File: src/rtl/alu_seq.sv
// Registered sequential ALU: add/sub with carry-in, AND/OR, and one-bit-per-clock shifts.
// A start/busy/done handshake wraps each operation; flags C/Z/N/V load on completion.
module alu_seq #(
  parameter int unsigned WIDTH   = 8,
  parameter int unsigned SHAMT_W = 3
) (
  input  logic               clk_i,
  input  logic               rst_ni,
  input  logic               start_i,
  input  logic [2:0]         op_i,
  input  logic [WIDTH-1:0]   a_i,
  input  logic [WIDTH-1:0]   b_i,
  input  logic [SHAMT_W-1:0] shamt_i,
  input  logic               flags_we_i,
  output logic               busy_o,
  output logic               done_o,
  output logic [WIDTH-1:0]   result_o,
  output logic               carry_flag_o,
  output logic               zero_flag_o,
  output logic               neg_flag_o,
  output logic               ovf_flag_o
);

  localparam logic [2:0] OpAdd = 3'b000;
  localparam logic [2:0] OpSub = 3'b001;
  localparam logic [2:0] OpAdc = 3'b010;
  localparam logic [2:0] OpSbc = 3'b011;
  localparam logic [2:0] OpAnd = 3'b100;
  localparam logic [2:0] OpOr  = 3'b101;
  localparam logic [2:0] OpShl = 3'b110;
  localparam logic [2:0] OpShr = 3'b111;

  typedef enum logic [0:0] {StIdle, StExec} state_e;

  state_e             state_q, state_d;
  logic [2:0]         op_q, op_d;
  logic [WIDTH-1:0]   opa_q, opa_d;
  logic [WIDTH-1:0]   opb_q, opb_d;
  logic [SHAMT_W-1:0] shamt_q, shamt_d;
  logic [SHAMT_W-1:0] cnt_q, cnt_d;
  logic               fwe_q, fwe_d;
  logic               cin_q, cin_d;
  logic [WIDTH-1:0]   result_q, result_d;
  logic               c_q, c_d, z_q, z_d, n_q, n_d, v_q, v_d;
  logic               done_q, done_d;

  logic               is_sub, is_shift, last_step, cin_eff;
  logic [WIDTH-1:0]   b_eff, res_calc;
  logic [WIDTH:0]     sum;
  logic               c_calc, v_calc;
  logic [SHAMT_W-1:0] shamt_m1;

  always_comb begin
    is_sub   = (op_q == OpSub) || (op_q == OpSbc);
    is_shift = (op_q == OpShl) || (op_q == OpShr);
    b_eff    = is_sub ? ~opb_q : opb_q;
    unique case (op_q)
      OpAdd:   cin_eff = 1'b0;
      OpSub:   cin_eff = 1'b1;
      default: cin_eff = cin_q;
    endcase
    sum       = {1'b0, opa_q} + {1'b0, b_eff} + {{WIDTH{1'b0}}, cin_eff};
    shamt_m1  = shamt_q - SHAMT_W'(1);
    // Shifts walk opa_q one bit per edge; the final edge is when cnt reaches shamt-1.
    last_step = !is_shift || (shamt_q == '0) || (cnt_q == shamt_m1);

    res_calc = sum[WIDTH-1:0];
    c_calc   = 1'b0;
    v_calc   = 1'b0;
    unique case (op_q)
      OpAdd, OpSub, OpAdc, OpSbc: begin
        res_calc = sum[WIDTH-1:0];
        c_calc   = sum[WIDTH];
        v_calc   = (opa_q[WIDTH-1] == b_eff[WIDTH-1]) && (sum[WIDTH-1] != opa_q[WIDTH-1]);
      end
      OpAnd: res_calc = opa_q & opb_q;
      OpOr:  res_calc = opa_q | opb_q;
      OpShl: begin
        res_calc = (shamt_q == '0) ? opa_q : {opa_q[WIDTH-2:0], 1'b0};
        c_calc   = (shamt_q != '0) && opa_q[WIDTH-1];
      end
      OpShr: begin
        res_calc = (shamt_q == '0) ? opa_q : {1'b0, opa_q[WIDTH-1:1]};
        c_calc   = (shamt_q != '0) && opa_q[0];
      end
    endcase
  end

  always_comb begin
    state_d  = state_q;
    op_d     = op_q;
    opa_d    = opa_q;
    opb_d    = opb_q;
    shamt_d  = shamt_q;
    cnt_d    = cnt_q;
    fwe_d    = fwe_q;
    cin_d    = cin_q;
    result_d = result_q;
    c_d      = c_q;
    z_d      = z_q;
    n_d      = n_q;
    v_d      = v_q;
    done_d   = 1'b0;

    unique case (state_q)
      StIdle: begin
        if (start_i) begin
          op_d    = op_i;
          opa_d   = a_i;
          opb_d   = b_i;
          shamt_d = shamt_i;
          fwe_d   = flags_we_i;
          cin_d   = c_q;
          cnt_d   = '0;
          state_d = StExec;
        end
      end
      StExec: begin
        if (is_shift && (shamt_q != '0)) begin
          opa_d = res_calc;
          cnt_d = cnt_q + SHAMT_W'(1);
        end
        if (last_step) begin
          state_d  = StIdle;
          done_d   = 1'b1;
          result_d = res_calc;
          if (fwe_q) begin
            c_d = c_calc;
            z_d = ~|res_calc;
            n_d = res_calc[WIDTH-1];
            v_d = v_calc;
          end
        end
      end
    endcase
  end

  always_ff @(posedge clk_i or negedge rst_ni) begin
    if (!rst_ni) begin
      state_q  <= StIdle;
      op_q     <= '0;
      opa_q    <= '0;
      opb_q    <= '0;
      shamt_q  <= '0;
      cnt_q    <= '0;
      fwe_q    <= 1'b0;
      cin_q    <= 1'b0;
      result_q <= '0;
      c_q      <= 1'b0;
      z_q      <= 1'b0;
      n_q      <= 1'b0;
      v_q      <= 1'b0;
      done_q   <= 1'b0;
    end else begin
      state_q  <= state_d;
      op_q     <= op_d;
      opa_q    <= opa_d;
      opb_q    <= opb_d;
      shamt_q  <= shamt_d;
      cnt_q    <= cnt_d;
      fwe_q    <= fwe_d;
      cin_q    <= cin_d;
      result_q <= result_d;
      c_q      <= c_d;
      z_q      <= z_d;
      n_q      <= n_d;
      v_q      <= v_d;
      done_q   <= done_d;
    end
  end

  always_comb begin
    busy_o       = (state_q == StExec);
    done_o       = done_q;
    result_o     = result_q;
    carry_flag_o = c_q;
    zero_flag_o  = z_q;
    neg_flag_o   = n_q;
    ovf_flag_o   = v_q;
  end

endmodule

File: config.mk
export PLATFORM = sky130hd
export DESIGN_NAME = alu_seq
export DESIGN_NICKNAME = d
export VERILOG_FILES = /design/src/rtl/alu_seq.sv
export SDC_FILE = /design/constraint.sdc
export NUM_CORES = 1
export LEC_CHECK = 0
export BUFFER_PORTS_ARGS = -buffer_cell sky130_fd_sc_hd__buf_2
export CAP_MARGIN = 25
export CORE_ASPECT_RATIO = 0.9
export CORE_MARGIN = 2
export CORE_UTILIZATION = 57
export DETAILED_ROUTE_END_ITERATION = 6
export MAX_ROUTING_LAYER = met4
export PLACE_DENSITY_LB_ADDON = 0.1
export SKIP_LAST_GASP = 1
export SYNTH_ARGS = -nofsm -noshare
export SYNTH_HDL_FRONTEND = slang
export SYNTH_SLANG_ARGS = --single-unit
File: constraint.sdc
create_clock -name clk_i -period 5 [get_ports clk_i]
set_input_delay 0.5 -clock clk_i [delete_from_list [all_inputs] [get_ports clk_i]]
set_output_delay 0.5 -clock clk_i [all_outputs]
set_load 0.1 [all_outputs]
# Word-level counts from Yosys, hierarchy flattened
# Cells that the tools add are included.
# W data, S select, Z words.
# classes
n_addsub	4
n_mul	0
div	0
n_lt_le_gt_ge	0
eq_ne	12
n_shift	0
muxes	18
n_bitwise	4
reduce_logical	19
# ops
operator	count
$mux W8	5
$pmux W8 S5	1
$pmux W8 S2	1
$eq A3 B3 Y1 const B	4
$add A8 B8 Y9	1
$add A9 B1 Y9	1
$and A8 B8 Y8	1
$not A8 Y8	1
$or A8 B8 Y8	1
$reduce_or A8 Y1	1
$eq A3 B2 Y1 const B	2
$logic_not A3 Y1	2
$mux W3	2
$pmux W3 S2	1
$reduce_and A2 Y1	3
$mux W1	5
$logic_and A1 B1 Y1	4
$logic_or A1 B1 Y1	4
$pmux W1 S2	2
$reduce_or A4 Y1	1
$add A3 B1 Y3 const B	1
$eq A3 B1 Y1 const B	1
$eq A3 B3 Y1	1
$pmux W1 S3	1
other kinds (9)	10
# word_totals
register_bits	41
latchBits	0
ram_bits	0
mem_bits_ro	0
output_inout_bits	14
elab_cells	71
memories	0

# Longest topological paths before layout
# Gate-level depths: netlist of the first run.
# depth
word_depth	8
depth_mapped	12
depth_no_buf	11

# Least setup slack after synthesis of the first run
# No wires, ideal clock.
# synth_timing
path_kind	reg-to-reg
from	reg op_q[0]
to	reg z_q, in the netlist zero_flag_o
arrival_time_ps	3524
t_required_ps	4897
setup_slack_ps	1372
path_stages_with_launch	13
n_path_buf	2
synth_period_minus_slack_ps	3628
path_cell_list	dfrtp_1 -> buf_6 -> clkbuf_1 -> nand2_1 -> xor2_1 -> fa_1 -> fa_1 -> nand2b_1 -> a21oi_1 -> o31a_1 -> nor4_1 -> or4_1 -> o41ai_2
# synth_between
elab_chain_len	8
# synth_lines
element	line_no	text
start, declared	36	logic [2:0] op_q, op_d;
start signal, assigned	156	op_q <= op_d;
$eq A3 B1 Y1 or $eq A3 B2 Y1 (tied branches)	54, 57, 70	
$logic_or A1 B1 Y1	54	is_sub = (op_q == OpSub) || (op_q == OpSbc);
$mux W8	56	b_eff = is_sub ? ~opb_q : opb_q;
$add A8 B8 Y9	62	sum = {1'b0, opa_q} + {1'b0, b_eff} + {{WIDTH{1'b0}}, cin_eff};
$add A9 B1 Y9	62	
$pmux W8 S5	70	unique case (op_q)
$reduce_or A8 Y1	129	z_d = ~|res_calc;
$logic_not A1 Y1	129	
end signal, assigned	165	z_q <= z_d;
end, declared	44	logic c_q, c_d, z_q, z_d, n_q, n_d, v_q, v_d;
# Several ways; a longest one is shown, not always the timed one.
# A chain may end at the register's enable or synchronous reset.

# Worst setup path in the final report of the first run
# layout_timing
from	reg op_q[2]
to	reg z_q, in the netlist zero_flag_o
# Same word-level chain as after synthesis.

==> results of run 1 <==
[cells by family after synthesis]
group,Yosys count,synth area share
flip-flops,41,0.398
AND/OR/NAND/NOR,119,0.200
multiplexers,18,0.0743
adder cells (fa/ha/maj),19,0.0918
XOR/XNOR,13,0.0500
AO/OA/AOI/OAI,58,0.150
buffers and inverters,21,0.0355
[power groups by stage]
stage	Combinational, W	Clock, W	Sequential, W
floorplan	0.000593	0	0.000853
global placement	0.00112	0	0.000551
detailed placement	0.00113	0	0.000553
CTS	0.00114	0.000217	0.000547
global route	0.00125	0.000230	0.000564
finish	0.00115	0.000214	0.000551
[sequential cells by signal (all words and copies together), names as in the netlist]
signal and count:
cin_q 1, cnt_q 3, carry_flag_o 1, op_q 3, ovf_flag_o 1, neg_flag_o 1
opa_q 8, zero_flag_o 1, done_o 1, fwe_q 1, opb_q 8, result_o 8
busy_o 1, shamt_q 3
[stage by stage]
step | hold slack (ns) | cells | setup WS [ns]
floorplan | 0.204 | 289 | 1.37
global placement | 0.459 | 380 | 1.02
detailed placement | 0.464 | 380 | 0.742
CTS | 0.377 | 388 | 0.749
global route | 0.395 | 390 | 0.425
finish | 0.395 | 390 | 0.679
[worst max path at each step]
stage	end	slack (ns)	from	depth (start not counted)
after floorplan	zero_flag_o$_DFFE_PN0P_	1.37	op_q[0]$_DFFE_PN0P_	12
after global placement	zero_flag_o$_DFFE_PN0P_	1.02	op_q[2]$_DFFE_PN0P_	10
after detailed placement	zero_flag_o$_DFFE_PN0P_	0.74	op_q[2]$_DFFE_PN0P_	10
after CTS	zero_flag_o$_DFFE_PN0P_	0.75	op_q[2]$_DFFE_PN0P_	10
after global routing	zero_flag_o$_DFFE_PN0P_	0.43	op_q[2]$_DFFE_PN0P_	10
final	zero_flag_o$_DFFE_PN0P_	0.68	op_q[2]$_DFFE_PN0P_	10
[metal layers]
| metal | vias up | wire, um | global-route usage |
|---|---|---|---|
| met5 | - | 0 | - |
| met4 | 0 | 105 | 0.103 |
| met3 | 10 | 344 | 0.0463 |
| met2 | 70 | 2930 | 0.429 |
| met1 | 1084 | 3070 | 0.426 |
| li1 | 1085 | - | - |
[cells in the mapped netlist, types with 2 or more instances]
library cell / instances
sky130_fd_sc_hd__nand2_1: 74
sky130_fd_sc_hd__dfrtp_1: 41
sky130_fd_sc_hd__o21ai_0: 17
sky130_fd_sc_hd__nor2_1: 16
sky130_fd_sc_hd__a21oi_1: 11
sky130_fd_sc_hd__ha_1: 10
sky130_fd_sc_hd__xnor2_1: 10
sky130_fd_sc_hd__mux2_2: 9
sky130_fd_sc_hd__mux2i_1: 9
sky130_fd_sc_hd__clkbuf_1: 7
sky130_fd_sc_hd__inv_1: 7
sky130_fd_sc_hd__maj3_1: 6
sky130_fd_sc_hd__nor2b_1: 5
sky130_fd_sc_hd__a31oi_1: 4
sky130_fd_sc_hd__nand2b_1: 4
sky130_fd_sc_hd__nand3_1: 4
sky130_fd_sc_hd__nor3_1: 4
sky130_fd_sc_hd__nor4_1: 3
sky130_fd_sc_hd__o211ai_1: 3
sky130_fd_sc_hd__or4_1: 3
sky130_fd_sc_hd__a211o_1: 2
sky130_fd_sc_hd__a22oi_1: 2
sky130_fd_sc_hd__buf_1: 2
sky130_fd_sc_hd__fa_1: 2
sky130_fd_sc_hd__o2111ai_1: 2
sky130_fd_sc_hd__o211a_1: 2
sky130_fd_sc_hd__o21a_1: 2
sky130_fd_sc_hd__o21ai_1: 2
sky130_fd_sc_hd__o311ai_0: 2
sky130_fd_sc_hd__xor2_1: 2
[cell type report]
cell class / count / area share
Tap cell: 62 / 0.0266
Clock inverter: 2 / 0.00343
Multi-Input combinational cell: 227 / 0.500
Sequential cell: 41 / 0.351
Clock buffer: 6 / 0.0248
Timing Repair Buffer: 43 / 0.0822
Inverter: 9 / 0.0116
[critical path: stages, from the launching register on]
cell and delay, ns:
sky130_fd_sc_hd__dfrtp_1 0.75, sky130_fd_sc_hd__clkinv_1 0.38, sky130_fd_sc_hd__nand2_1 0.46, sky130_fd_sc_hd__xor2_1 0.16, sky130_fd_sc_hd__fa_1 0.45, sky130_fd_sc_hd__fa_1 0.39, sky130_fd_sc_hd__nand2b_1 0.20, sky130_fd_sc_hd__a21oi_1 0.24
sky130_fd_sc_hd__o311ai_0 0.30, sky130_fd_sc_hd__or4_1 0.60, sky130_fd_sc_hd__o41ai_2 0.29
==> results.json, run 1 <==
{
  "routed_via_density": 5.77,
  "coreArea_um2": 4400,
  "hold-path-endpoint": "opb_q[0]$_DFFE_PN0P_",
  "syn_inst": 289,
  "worst_slew_pin_slew_ns": 0.891,
  "setup-violations-final": 0,
  "layout_common_cells": "sky130_fd_sc_hd__nand2_1, sky130_fd_sc_hd__dfrtp_1, sky130_fd_sc_hd__buf_2, sky130_fd_sc_hd__o21ai_0, sky130_fd_sc_hd__nor2_1",
  "clock_skew_ns": 0.00183,
  "post-route-cell-area_um2": 2920,
  "worst_hold_startpoint": "b_i[0]",
  "drive_gt1_frac": 0.192,
  "worst_ep_arrival_time_ns": 4.51,
  "rr_startpoint": "op_q[2]$_DFFE_PN0P_",
  "place_congestion": 0.895,
  "final.min_clock_period_ns": 4.32,
  "cts_root_buf": "sky130_fd_sc_hd__clkbuf_8",
  "grt_max_degree": 42,
  "criticalPathCategory": "register to register",
  "final_core_util": 0.664,
  "result_of_the_run": "finished, final reports clean",
  "part_of_the_total_power_dissipated_in_combinational_logic": 0.601,
  "crit_path_max_fanout": 20,
  "grt_overflow_total": 0,
  "final_net_count": 365,
  "finalPower_w": 0.00192,
  "cts_inserted_buffers": 5,
  "first_global_vias": 2187,
  "synth.largest_area_cell": "sky130_fd_sc_hd__dfrtp_1",
  "clock_latency_late_sink_ns": 0.29,
  "crit_required_ns": 5.19,
  "dp_hpwl_um": 4530,
  "antenna_found_initial": 0,
  "post_cts.resized_instances": 0,
  "synth_edf_count": 0,
  "drc_errors": 0,
  "initial_utilization": 0.585,
  "worst-r2r-cell-count": 10,
  "yosys_register_bits": 41,
  "fin_crit_sh": 0.864,
  "vias": 2249,
  "cts_hold_repair.buffers": 0,
  "floorplan_die_height_um": 67.8,
  "cts-root-to-sink-buffers": 2,
  "clock_tree_from_tritoncts": "yes",
  "area.growth.synth_to_final_pct": 13.4,
  "timing_max_transition_violations_final": 0,
  "rsz0062_at_grt": "no",
  "ctsHtreeMaxLevel": 2,
  "syn-cell-area_um2": 2580,
  "powerDensity_nw_per_um2": 657,
  "p_int_w": 0.000895,
  "final_antenna_net_count": 0,
  "r2r-end": "zero_flag_o$_DFFE_PN0P_",
  "rows": 23,
  "io_buffers": 39,
  "setup-tns-final_ns": 0,
  "p_switching_w": 0.00102,
  "drt_iter0_drc": 199,
  "postSynthNetCount": 327,
  "yosys_most_used_dff": "sky130_fd_sc_hd__dfrtp_1",
  "ir_drop_mv": 0.465,
  "p_sw_frac": 0.533,
  "crit_path_start_kind": "register",
  "antenna_cells": 0,
  "pwr-share-clk": 0.112,
  "post_synth_main_area_contributors": "sky130_fd_sc_hd__dfrtp_1, sky130_fd_sc_hd__nand2_1, sky130_fd_sc_hd__ha_1",
  "detailed_place.area_um2": 2810,
  "fp.dieArea_um2": 5070,
  "ys.warnings.count": 0,
  "whs_path_depth": 3,
  "numClockSinks": 41,
  "postCtsSetupBuffers": 0,
  "synth_sequential_area_ratio": 0.398,
  "die_w_um": 74.9,
  "synth-async-reset-ratio": 1.00,
  "wire_per_inst_um": 16.5,
  "grt_first_pass_wirelength_um": 10900,
  "relSlewSlack": 0.399,
  "critPathCaptureType": "register",
  "design.portCount": 40,
  "ff2ff_setup_slack_ns": 0.68,
  "detail_route.wirelength_um": 6450,
  "post-synth-top-area-fraction": 0.398,
  "detailed_routing_iterations_pass_1": 4,
  "gr-usage-all-layers": 0.297,
  "footprint_of_the_multi_input_gates_um2": 1460,
  "syn_avg_cell_area_um2": 8.91,
  "max-cap-violations": 0,
  "p_seq_frac": 0.287,
  "min_path_type": "primary input to register",
  "p_leak_nw": 1.38,
  "layout_commonest_cell": "sky130_fd_sc_hd__nand2_1",
  "clk_pin_slew_ns": 0.08,
  "fillerInstances": 388,
  "synth_cell_type_count": 52,
  "timing_hold_violations_final": 0,
  "regArea_um2": 1030,
  "maximum_operating_frequency_mhz": 231
}
(Power assumes the default switching activity.)
==> run 2, diff against run 1 <==
Settings changed: CORE_ASPECT_RATIO 0.9 to default, CORE_UTILIZATION 57 to 59, CTS_BUF_LIST from default to sky130_fd_sc_hd__clkbuf_4, SKIP_CTS_REPAIR_TIMING from default to 1.
==> run 2 against run 1 <==
Net effect: fmax is 2.4% higher; worst hold slack worse by 0.086 ns; utilization is 1.8 points higher; non-clock buffer count is 1 lower; flip-flop and latch count stayed put; combinational power hardly changed; clock power is 29% higher.
==> results.json, run 2 (same netlist as run 1, synthesis figures left out) <==
{
  "p_switching_w": 0.00101,
  "clock_tree_from_tritoncts": "yes",
  "part_of_the_total_power_dissipated_in_combinational_logic": 0.574,
  "routed_via_density": 5.86,
  "antenna_found_initial": 0,
  "grt_overflow_total": 0,
  "setup-violations-final": 0,
  "critPathCaptureType": "register",
  "drt_iter0_drc": 139,
  "placed_cells_incl_taps": 369,
  "final.min_clock_period_ns": 4.22,
  "clock_skew_ns": 0.0192,
  "setup-tns-final_ns": 0,
  "p_leak_nw": 1.39,
  "final_core_util": 0.681,
  "max-cap-violations": 0,
  "post-route-cell-area_um2": 2930,
  "rsz0062_at_grt": "no",
  "cp-startpoint": "op_q[2]$_DFFE_PN0P_",
  "timing_max_transition_violations_final": 0,
  "layoutNonFillerInstCount": 379,
  "first_global_vias": 2156,
  "p_int_w": 0.000952,
  "detailed_place.area_um2": 2790,
  "ctsHtreeMaxLevel": 2,
  "fillerInstances": 365,
  "powerDensity_nw_per_um2": 670,
  "worst_hold_startpoint": "b_i[2]",
  "final_antenna_net_count": 0,
  "crit_required_ns": 5.28,
  "coreArea_um2": 4290,
  "initial_utilization": 0.600,
  "clk_pin_slew_ns": 0.14,
  "antenna_cells": 0,
  "p_sw_frac": 0.514,
  "worst_ep_arrival_time_ns": 4.50,
  "fin_crit_sh": 0.844,
  "layout_common_cells": "sky130_fd_sc_hd__nand2_1, sky130_fd_sc_hd__dfrtp_1, sky130_fd_sc_hd__buf_2, sky130_fd_sc_hd__o21ai_0, sky130_fd_sc_hd__nor2_1",
  "numClockSinks": 41,
  "rr_startpoint": "op_q[2]$_DFFE_PN0P_",
  "rows": 24,
  "timing_hold_violations_final": 0,
  "detail_route.wirelength_um": 6280,
  "clock_latency_late_sink_ns": 0.37,
  "relSlewSlack": 0.373,
  "final_net_count": 364,
  "grt_first_pass_wirelength_um": 10300,
  "drive_gt1_frac": 0.193,
  "design.portCount": 40,
  "vias": 2221,
  "crit_path_start_kind": "register",
  "detailed_routing_iterations_pass_1": 4,
  "p_seq_frac": 0.285,
  "floorplan_die_height_um": 70.1,
  "drc_errors": 0,
  "pwr-share-clk": 0.141,
  "die_w_um": 70.1,
  "cts-root-to-sink-buffers": 2,
  "worst_slew_pin_slew_ns": 0.938,
  "min_path_type": "primary input to register",
  "gr-usage-all-layers": 0.276,
  "layout_commonest_cell": "sky130_fd_sc_hd__nand2_1",
  "crit_path_max_fanout": 20,
  "place_congestion": 0.926,
  "ir_drop_mv": 0.345,
  "maximum_operating_frequency_mhz": 237,
  "wire_per_inst_um": 16.6,
  "grt_max_degree": 42,
  "io_buffers": 39,
  "cts_inserted_buffers": 5,
  "cts_root_buf": "sky130_fd_sc_hd__clkbuf_4",
  "dp_hpwl_um": 4500,
  "area.growth.synth_to_final_pct": 13.6,
  "fp.dieArea_um2": 4910,
  "result_of_the_run": "finished, final reports clean",
  "criticalPathCategory": "register to register"
}
[run 2: cell count changes in the layout (fill, tap and decap cells not counted)]
cell | before | now
sky130_fd_sc_hd__clkinv_2 | 2 | 0
sky130_fd_sc_hd__inv_6 | 0 | 1
sky130_fd_sc_hd__bufinv_16 | 0 | 2
sky130_fd_sc_hd__clkbuf_1 | 1 | 0
sky130_fd_sc_hd__clkbuf_8 | 5 | 0
sky130_fd_sc_hd__buf_4 | 2 | 1
sky130_fd_sc_hd__clkbuf_4 | 0 | 5
[run 2: metal layers]
metal	wire, um	vias up	global-route usage	share of wire
li1	-	1080	-	-
met1	2760	1077	0.353	0.44
met2	3160	53	0.460	0.50
met3	266	11	0.0447	0.042
met4	98	0	0.0705	0.016
met5	0	-	-	0
[run 2: per-stage QoR]
stage | setup WS [ns] | total power, W | hold WS, ns
finish | 0.782 | 0.00196 | 0.309
floorplan | 1.37 | 0.00145 | 0.204
CTS | 0.811 | 0.00196 | 0.273
detailed placement | 0.827 | 0.00168 | 0.460
global route | 0.513 | 0.00208 | 0.323
global placement | 0.966 | 0.00166 | 0.457
[run 2: final timing paths]
check / to / slack, ns / cells past startpoint
max in group asynchronous: shamt_q[2]$_DFFE_PN0P_ / 4.13 / 3
setup / recovery: zero_flag_o$_DFFE_PN0P_ / 0.78 / 10
min in group asynchronous: opb_q[6]$_DFFE_PN0P_ / 0.46 / 2
setup reg to reg: zero_flag_o$_DFFE_PN0P_ / 0.78 / 10
hold reg to reg: zero_flag_o$_DFFE_PN0P_ / 0.50 / 2
hold / removal: opb_q[2]$_DFFE_PN0P_ / 0.31 / 3
[run 2: power groups by stage]
stage | Clock, W | Sequential [W] | Combinational [W]
global route | 0.000290 | 0.000573 | 0.00121
global placement | 0 | 0.000561 | 0.00110
finish | 0.000277 | 0.000558 | 0.00113
detailed placement | 0 | 0.000564 | 0.00111
floorplan | 0 | 0.000853 | 0.000593
CTS | 0.000284 | 0.000557 | 0.00112
[run 2: layout make-up]
cell class | count | area [um^2] | share of cell area
clock buffer | 5 | 37.5 | 0.0128
tap | 52 | 65.1 | 0.0222
inverter | 9 | 33.8 | 0.0115
clock inverter | 3 | 68.8 | 0.0235
multi-input combinational | 227 | 1460 | 0.500
timing repair buffer | 42 | 233 | 0.0796
sequential | 41 | 1030 | 0.351
[run 2: worst max-delay path, stage by stage (launching register included)]
cell                       delay [ns]
sky130_fd_sc_hd__dfrtp_1         0.77
sky130_fd_sc_hd__clkinv_1        0.38
sky130_fd_sc_hd__nand2_1         0.45
sky130_fd_sc_hd__xor2_1          0.16
sky130_fd_sc_hd__fa_1            0.44
sky130_fd_sc_hd__fa_1            0.39
sky130_fd_sc_hd__nand2b_1        0.21
sky130_fd_sc_hd__a21oi_1         0.25
sky130_fd_sc_hd__o311ai_0        0.23
sky130_fd_sc_hd__or4_1           0.58
sky130_fd_sc_hd__o41ai_2         0.27
